File: src/rtl/verificar_senha.sv
// rtl/verificar_senha.sv - PIN check lock controller with lockout and PIN change
package verificar_senha_pkg;
  typedef struct packed {
    logic       status;
    logic [3:0] digit4;
    logic [3:0] digit3;
    logic [3:0] digit2;
    logic [3:0] digit1;
  } pinPac_t;
endpackage

module verificar_senha
  import verificar_senha_pkg::*;
#(
  parameter logic [15:0] DEFAULT_PIN = 16'h1234,
  parameter int unsigned MAX_TRIES   = 3,
  parameter int unsigned T_OPEN      = 50_000_000,
  parameter int unsigned T_BLOCK     = 250_000_000
) (
  input  logic       clk,
  input  logic       rst,
  input  pinPac_t    pin_in,
  input  logic       change_req,
  output logic       door_unlock,
  output logic       blocked,
  output logic       ok_pulse,
  output logic       err_pulse,
  output logic [1:0] tries_left
);

  localparam logic [1:0] S_LOCKED  = 2'd0;
  localparam logic [1:0] S_OPEN    = 2'd1;
  localparam logic [1:0] S_NEWPIN  = 2'd2;
  localparam logic [1:0] S_BLOCKED = 2'd3;

  localparam logic [1:0]  TRIES_MAX  = 2'(MAX_TRIES);
  localparam logic [31:0] OPEN_LOAD  = 32'(T_OPEN - 1);
  localparam logic [31:0] BLOCK_LOAD = 32'(T_BLOCK - 1);

  logic [1:0]  state_q, state_d;
  logic [31:0] timer_q, timer_d;
  logic [15:0] pin_q, pin_d;
  logic [1:0]  tries_q, tries_d;
  logic        door_q, door_d;
  logic        blocked_q, blocked_d;
  logic        ok_q, ok_d;
  logic        err_q, err_d;
  logic        status_prev_q;
  logic        chg_prev_q;

  logic        pin_event;
  logic        chg_edge;
  logic [15:0] pin_value;

  assign pin_event = pin_in.status & ~status_prev_q;
  assign chg_edge  = change_req & ~chg_prev_q;
  assign pin_value = {pin_in.digit4, pin_in.digit3, pin_in.digit2, pin_in.digit1};

  always_comb begin
    state_d = state_q;
    // Saturating countdown: the timer parks at zero outside timed states.
    timer_d = (timer_q != 32'd0) ? timer_q - 32'd1 : 32'd0;
    pin_d   = pin_q;
    tries_d = tries_q;
    ok_d    = 1'b0;
    err_d   = 1'b0;
    case (state_q)
      S_LOCKED: begin
        if (pin_event) begin
          if (pin_value == pin_q) begin
            state_d = S_OPEN;
            ok_d    = 1'b1;
            tries_d = TRIES_MAX;
            timer_d = OPEN_LOAD;
          end else begin
            err_d = 1'b1;
            if (tries_q <= 2'd1) begin
              state_d = S_BLOCKED;
              tries_d = 2'd0;
              timer_d = BLOCK_LOAD;
            end else begin
              tries_d = tries_q - 2'd1;
            end
          end
        end
      end
      S_OPEN: begin
        if (timer_q == 32'd0) begin
          state_d = S_LOCKED;
        end else if (chg_edge) begin
          state_d = S_NEWPIN;
          timer_d = OPEN_LOAD;
        end
      end
      S_NEWPIN: begin
        // A send in the expiry cycle still counts; all-ones is never a valid PIN.
        if (pin_event) begin
          state_d = S_LOCKED;
          if (pin_value == 16'hFFFF) begin
            err_d = 1'b1;
          end else begin
            pin_d = pin_value;
            ok_d  = 1'b1;
          end
        end else if (timer_q == 32'd0) begin
          state_d = S_LOCKED;
          err_d   = 1'b1;
        end
      end
      S_BLOCKED: begin
        if (timer_q == 32'd0) begin
          state_d = S_LOCKED;
          tries_d = TRIES_MAX;
        end
      end
      default: state_d = S_LOCKED;
    endcase
    door_d    = (state_d == S_OPEN);
    blocked_d = (state_d == S_BLOCKED);
  end

  always_ff @(posedge clk or posedge rst) begin
    if (rst) begin
      state_q       <= S_LOCKED;
      timer_q       <= 32'd0;
      pin_q         <= DEFAULT_PIN;
      tries_q       <= TRIES_MAX;
      door_q        <= 1'b0;
      blocked_q     <= 1'b0;
      ok_q          <= 1'b0;
      err_q         <= 1'b0;
      status_prev_q <= 1'b0;
      chg_prev_q    <= 1'b0;
    end else begin
      state_q       <= state_d;
      timer_q       <= timer_d;
      pin_q         <= pin_d;
      tries_q       <= tries_d;
      door_q        <= door_d;
      blocked_q     <= blocked_d;
      ok_q          <= ok_d;
      err_q         <= err_d;
      status_prev_q <= pin_in.status;
      chg_prev_q    <= change_req;
    end
  end

  assign door_unlock = door_q;
  assign blocked     = blocked_q;
  assign ok_pulse    = ok_q;
  assign err_pulse   = err_q;
  assign tries_left  = tries_q;

endmodule

File: config.mk
export PLATFORM = sky130hd
export DESIGN_NAME = verificar_senha
export DESIGN_NICKNAME = d
export VERILOG_FILES = /design/src/rtl/verificar_senha.sv
export SDC_FILE = /design/constraint.sdc
export NUM_CORES = 1
export LEC_CHECK = 0
export ABC_AREA = 1
export CORE_UTILIZATION = 59
export CTS_CLUSTER_SIZE = 24
export DETAILED_ROUTE_END_ITERATION = 6
export PLACE_DENSITY = 0.83
export SETUP_SLACK_MARGIN = 0.15
export SYNTH_ARGS = -nofsm -noshare
export SYNTH_HDL_FRONTEND = slang
export SYNTH_SLANG_ARGS = --single-unit
File: constraint.sdc
create_clock -name clk -period 2.3 [get_ports clk]
set_input_delay 0.69 -clock clk [delete_from_list [all_inputs] [get_ports clk]]
set_output_delay 0.69 -clock clk [all_outputs]
set_load 0.02 [all_outputs]
* Word-level counts from Yosys, hierarchy flattened
Index checks and enable logic that the tools add are counted.
** Cells by class
- Add/subtract/negate cells :: 2
- $lt $le $gt $ge :: 1
- Equality and inequality tests :: 9
- Muxes and demuxes :: 31
- Bitwise gates (word level) :: 5
- Reductions and logical operators :: 6
** Operators by type and width (count)
- two-way mux 32 bit :: 6
- case mux 32 bit (2 select lines) :: 1
- zero test 32 bit :: 1
- nonzero test 32 bit :: 1
- subtractor 32 x 1 -> 32 bit (second input constant) :: 1
- two-way mux 2 bit :: 11
- equality test 16 bit :: 1
- equality test 16 bit (second input constant) :: 1
- two-way mux 1 bit :: 9
- case mux 2 bit (4 select lines) :: 1
- equality test 2 bit (second input constant) :: 3
- AND reduction 3 bit :: 2
- equality test 2 x 1 -> 1 bit (second input constant) :: 2
- inequality test 2 bit (second input constant) :: 2
- case mux 1 bit (2 select lines) :: 2
- case mux 2 bit (2 select lines) :: 1
- NOT 1 bit :: 3
- AND 1 bit :: 2
- <= comparator 2 x 1 -> 1 bit (second input constant) :: 1
- zero test 2 bit :: 1
- nonzero test 2 bit :: 1
- subtractor 2 x 1 -> 2 bit (second input constant) :: 1
** Word-level totals
- Register bits :: 58
- Input port bits :: 20
- Output and inout port bits :: 6
- Logic and storage cells :: 64

* Longest topological paths before layout
- Word-level depth :: 6
- Depth in mapped cells :: 11
- Mapped depth without buffers :: 11

* Least setup slack after synthesis
OpenSTA, ideal clock, no wires.
- Path kind :: input-to-reg
- From :: input port pin_in[14] (netlist bit)
- To :: register timer_q[10]
- Library setup time :: 0.120 ns
- Arrival :: 1.564 ns
- Slack :: 0.616 ns
- Stages :: 11
- Path through :: inv_1 nand2_1 nand2_1 nor2_1 nand2_1 nor2_2 nand3_1 nand2_1 nand2_1 nand2_2 nor2_1
** Between the ends
- Longest elaborated chain between the ends :: 4
** RTL lines
- start: declaration :: line 22 : input pinPac_t pin_in,
- equality test 16 bit :: line 70 : if (pin_value == pin_q) begin
- two-way mux 32 bit :: line 70
- two-way mux 32 bit :: line 69 : if (pin_event) begin
- case mux 32 bit (2 select lines) :: line 67 : case (state_q)
- via timer_d[10] :: line 41 : logic [31:0] timer_q, timer_d;
- end signal: assignment :: line 136 : timer_q <= timer_d;
- end: declaration :: line 41
The timed path passes the listed nets, and every way through them passes these cells.
A chain may end at the register's enable or synchronous reset.

* Worst setup path in the final report
- From :: input port pin_in[3] (netlist bit)
- To :: register timer_q[10]
Same word-level chain as after synthesis.

==> key figures <==
Clock tree
  – # H-tree levels: 3
  – TritonCTS clock tree: done
  – Hold-fix buffers, CTS: 0
  – Bufs on Longest Clock Path: 2
  – Count of buffers added by post-CTS timing repair for setup: 0
  – Clock root buffer master: sky130_fd_sc_hd__clkbuf_8
  – Clock transition at the registers of the reported paths: about 0.070 ns
  – Clock latency on the worst-skew pair: 0.33 ns
  – Sink Count: 58
  – Number of buffers added by the clock tree synthesis step: 9

Drt
  – Number of vias per cell: 5.41
  – Iteration-0 DRC count of the detailed router: 277
  – Antenna-violating nets left: 0
  – Mean routed wirelength per cell: 14.0 um
  – Final wirelength: around 9000 um
  – Via count: 3489
  – Number of search-and-repair iterations in the first detailed-routing pass: 5
  – Number of remaining DRC errors: 0

Global route
  – Number of global-route vias before repair: 3376
  – Global-route wire length before repair: ~15000 um
  – Global-route met2 utilization: 51.2%
  – Met3 routing resource usage after global routing: under 10%
  – Initial antenna violation count: 0
  – Busiest grt layer: met2
  – Overflow left after global routing: 0
  – Global-route met1 utilization: 42.3%
  – Gr usage total: 32.1%
  – Pin count of the biggest net entering global routing: 33

Floorplanning
  – Boundary pin count: 26
  – Starting density of the core: 62.9%
  – Die height: 79.5 um
  – Die ar.: 0.00633 mm^2
  – Standard-cell row count: 27
  – Placeable core area: 0.00564 mm^2
  – Die width: 79.5 um

Synthesis
  – Flops & latches, synth: 58
  – Total nets after synthesis: 540
  – Synth Area in Adders: 0.705%
  – Netlist cell types: 29
  – XOR/XNOR Fraction of Synth Area: roughly 3.0%
  – Cells after synthesis: 518
  – Synth Area in Compound Gates: 8.89%
  – Dominant combinational cell family by area after synthesis: simple AND/OR/NAND/NOR gates
  – Post-synthesis area per instance: 6.85 um^2
  – Synth top area cells: sky130_fd_sc_hd__dfrtp_1 (36%), sky130_fd_sc_hd__nand2_1 (17%), sky130_fd_sc_hd__nor2_1 (8.4%)
  – Seq/Total Area, Yosys: 41.2%
  – Fraction of synthesized cell area taken by the top area cell type: 36.0%
  – Multiplexer share of the synthesized area: 0%
  – Synth warnings: 0
  – Library cell occupying the most area in the post-synthesis netlist: sky130_fd_sc_hd__dfrtp_1
  – Post-synth design cell area: 0.00355 mm^2
  – Simple-gate area share of the yosys netlist: 37.6%

Pwr
  – Peak supply drop: approximately 0.00086 V
  – Post-layout total power: just under 4 mW
  – Static leakage power: 2.07 nW
  – Power density of the placed cells: roughly 930 mW/mm^2

Worst setup path
  – Class of the most critical setup path: in -> reg
  – CP Launch Type: input pin
  – Arrival time reported for the critical path endpoint: approximately 2.3 ns
  – Maximum fanout count along the critical path: 8
  – Worst reg-to-reg path cell count: 9
  – Critical path data required time: roughly 2.5 ns
  – Kind of end point of the critical path: register

Placed design
  – Half-perimeter wire length after detailed placement: between 6000 and 7000 um
  – Routability congestion estimate from global placement: 0.962
  – Buffers on Ports: 25
  – Pre-CTS worst setup slack: -0.133 ns

Run
  – Maxcap violations: 0

STA
  – Max Clock Freq: between 400 and 500 MHz
  – Pins over their slew limit: 0
  – Final hold vios: 0
  – Final setup slack of the worst path: about 0.24 ns
  – Setup repair after global routing missed its margin: no
  – Post-route fraction of the period consumed by the critical path: 89.4%
  – Setup violations, final: 0
  – Layout Skew: between 0.007 and 0.008 ns
  – Tightest Pin Transition: around 0.35 ns
  – Rel. slew slack: 76.6%
  – Min cycle time layout: 2.06 ns

Worst hold path
  – Cell count of the worst hold path: 2
  – Worst hold path class: reg -> reg

Cells and area
  – Layout-stage area growth over the synthesis result: 19.4%
  – Number of nets in the finished design: 590
  – Antenna cell count: 0
  – Share of final-layout standard cells stronger than drive strength 1: 14.0%

Outcome
  – Result of the run: finished clean
==> metrics by stage <==
stage	cell area [um^2]	setup TNS (ns)	util [%]	instances	hold slack, ns
floorplan	3550	0	-	518	0.472
global placement	4040	-0.364	71.6	629	0.487
detailed placement	4040	-1.68	71.6	629	0.492
CTS	4210	0	74.6	645	0.503
global route	4240	0	75.1	645	0.515
finish	4240	0	75.1	645	0.501
==> state kept, by name, summed over array words and instances, names as in the netlist <==
name and flops:
timer_q 32, pin_q 16, state_q 2, tries_left 2, blocked 1, chg_prev_q 1, door_unlock 1, err_pulse 1
ok_pulse 1, status_prev_q 1
==> cell type report <==
type,count,area [um^2]
Multi-Input combinational cell,382,1800
Sequential cell,58,1460
Fill cell,428,1410
Timing Repair Buffer,45,440
Inverter,72,270
Clock buffer,13,159
Tap cell,72,90.1
Clock inverter,3,15.0
==> worst max-delay path, cell delays in order <==
cell	delay [ns]
sky130_fd_sc_hd__clkdlybuf4s50_1	0.51
sky130_fd_sc_hd__inv_1	0.07
sky130_fd_sc_hd__nand2_1	0.06
sky130_fd_sc_hd__nand2_1	0.05
sky130_fd_sc_hd__nor2_1	0.08
sky130_fd_sc_hd__nand2_1	0.09
sky130_fd_sc_hd__nor2_4	0.20
sky130_fd_sc_hd__nand3_2	0.12
sky130_fd_sc_hd__nand2_2	0.12
sky130_fd_sc_hd__nand2_1	0.09
sky130_fd_sc_hd__nand2_4	0.13
sky130_fd_sc_hd__nor2_1	0.06
==> report_power, final <==
part	switching, mW	internal (mW)	leakage, nW
Combinational	0.838	0.557	1.30
Sequential	0.314	1.39	0.677
Clock	0.398	0.445	0.0932
==> synthesized netlist by cell type <==
cell type                  instances
sky130_fd_sc_hd__o21ai_1           2
sky130_fd_sc_hd__nand3_2           3
sky130_fd_sc_hd__nor2_2            9
sky130_fd_sc_hd__ha_1              2
sky130_fd_sc_hd__a21oi_1          15
sky130_fd_sc_hd__dfrtp_1          51
sky130_fd_sc_hd__nand3b_1          2
sky130_fd_sc_hd__or2_1             1
sky130_fd_sc_hd__o21ai_2           2
sky130_fd_sc_hd__dfstp_2           7
sky130_fd_sc_hd__xnor2_1           4
sky130_fd_sc_hd__nand3_1          27
sky130_fd_sc_hd__nor2_1           79
sky130_fd_sc_hd__inv_1            65
sky130_fd_sc_hd__inv_2             7
sky130_fd_sc_hd__nor4_1            3
sky130_fd_sc_hd__o211ai_1          2
sky130_fd_sc_hd__nand4_1           5
sky130_fd_sc_hd__nor3_1            6
sky130_fd_sc_hd__or2_2             2
sky130_fd_sc_hd__nand2_2           6
sky130_fd_sc_hd__o21ai_0          38
sky130_fd_sc_hd__nand2_1         159
sky130_fd_sc_hd__buf_2             5
sky130_fd_sc_hd__xor2_1            8
sky130_fd_sc_hd__nor2_4            5
sky130_fd_sc_hd__buf_6             1
sky130_fd_sc_hd__a21boi_1          1
sky130_fd_sc_hd__nand4_2           1
==> cell usage in the layout, fill, tap and decap left out <==
cell type and instances:
sky130_fd_sc_hd__nand3_2 4, sky130_fd_sc_hd__inv_1 64, sky130_fd_sc_hd__nand2_4 1, sky130_fd_sc_hd__xor2_1 8, sky130_fd_sc_hd__clkbuf_1 2, sky130_fd_sc_hd__dfrtp_1 51, sky130_fd_sc_hd__a21oi_1 15, sky130_fd_sc_hd__clkdlybuf4s50_1 21
sky130_fd_sc_hd__nor2_1 78, sky130_fd_sc_hd__nor2_4 6, sky130_fd_sc_hd__dfstp_2 7, sky130_fd_sc_hd__nand4_1 5, sky130_fd_sc_hd__clkbuf_8 11, sky130_fd_sc_hd__dlygate4sd2_1 2, sky130_fd_sc_hd__nand2_1 158, sky130_fd_sc_hd__buf_4 17
sky130_fd_sc_hd__xnor2_1 4, sky130_fd_sc_hd__nand2_2 6, sky130_fd_sc_hd__nand3b_1 2, sky130_fd_sc_hd__or2_2 2, sky130_fd_sc_hd__a21boi_1 1, sky130_fd_sc_hd__dlymetal6s2s_1 2, sky130_fd_sc_hd__inv_2 8, sky130_fd_sc_hd__nand4_2 1
sky130_fd_sc_hd__o21ai_2 2, sky130_fd_sc_hd__nor3_1 6, sky130_fd_sc_hd__clkinv_2 3, sky130_fd_sc_hd__o21ai_1 2, sky130_fd_sc_hd__or2_1 1, sky130_fd_sc_hd__buf_12 3, sky130_fd_sc_hd__nor4_1 3, sky130_fd_sc_hd__ha_1 2
sky130_fd_sc_hd__nor2_2 9, sky130_fd_sc_hd__nand3_1 26, sky130_fd_sc_hd__o211ai_1 2, sky130_fd_sc_hd__o21ai_0 38
==> logic make-up (layout without fill, tap and decap cells) <==
| group | Yosys count | count (layout) |
|---|---|---|
| AO/OA/AOI/OAI | 60 | 60 |
| XOR/XNOR | 12 | 12 |
| adder cells (fa/ha/maj) | 2 | 2 |
| buffers and inverters | 78 | 133 |
| flip-flops | 58 | 58 |
| AND/OR/NAND/NOR | 308 | 308 |
==> worst paths after layout <==
kind,end,start,slack (ns)
max,timer_q[10],pin_in[3],0.24
min,pin_q[5],pin_q[5],0.50
max reg2reg,timer_q[13],timer_q[0],0.48
min reg2reg,pin_q[5],pin_q[5],0.50
max in group asynchronous,tries_left[0],rst,1.12
min in group asynchronous,pin_q[1],rst,0.64
==> per-layer routing <==
layer,share of wire [%],vias to the layer above
met5,0,-
met4,2.6,0
met3,7.1,28
met2,46,154
met1,44,1599
li1,-,1708
==> repair_timing <==
action,4_1_cts,5_1_grt
setup endpoints to repair,2,10
gates cloned,0,0
pin swaps,0,4
resized for setup,2,7
No activity file was read; power rests on OpenSTA's default activity.
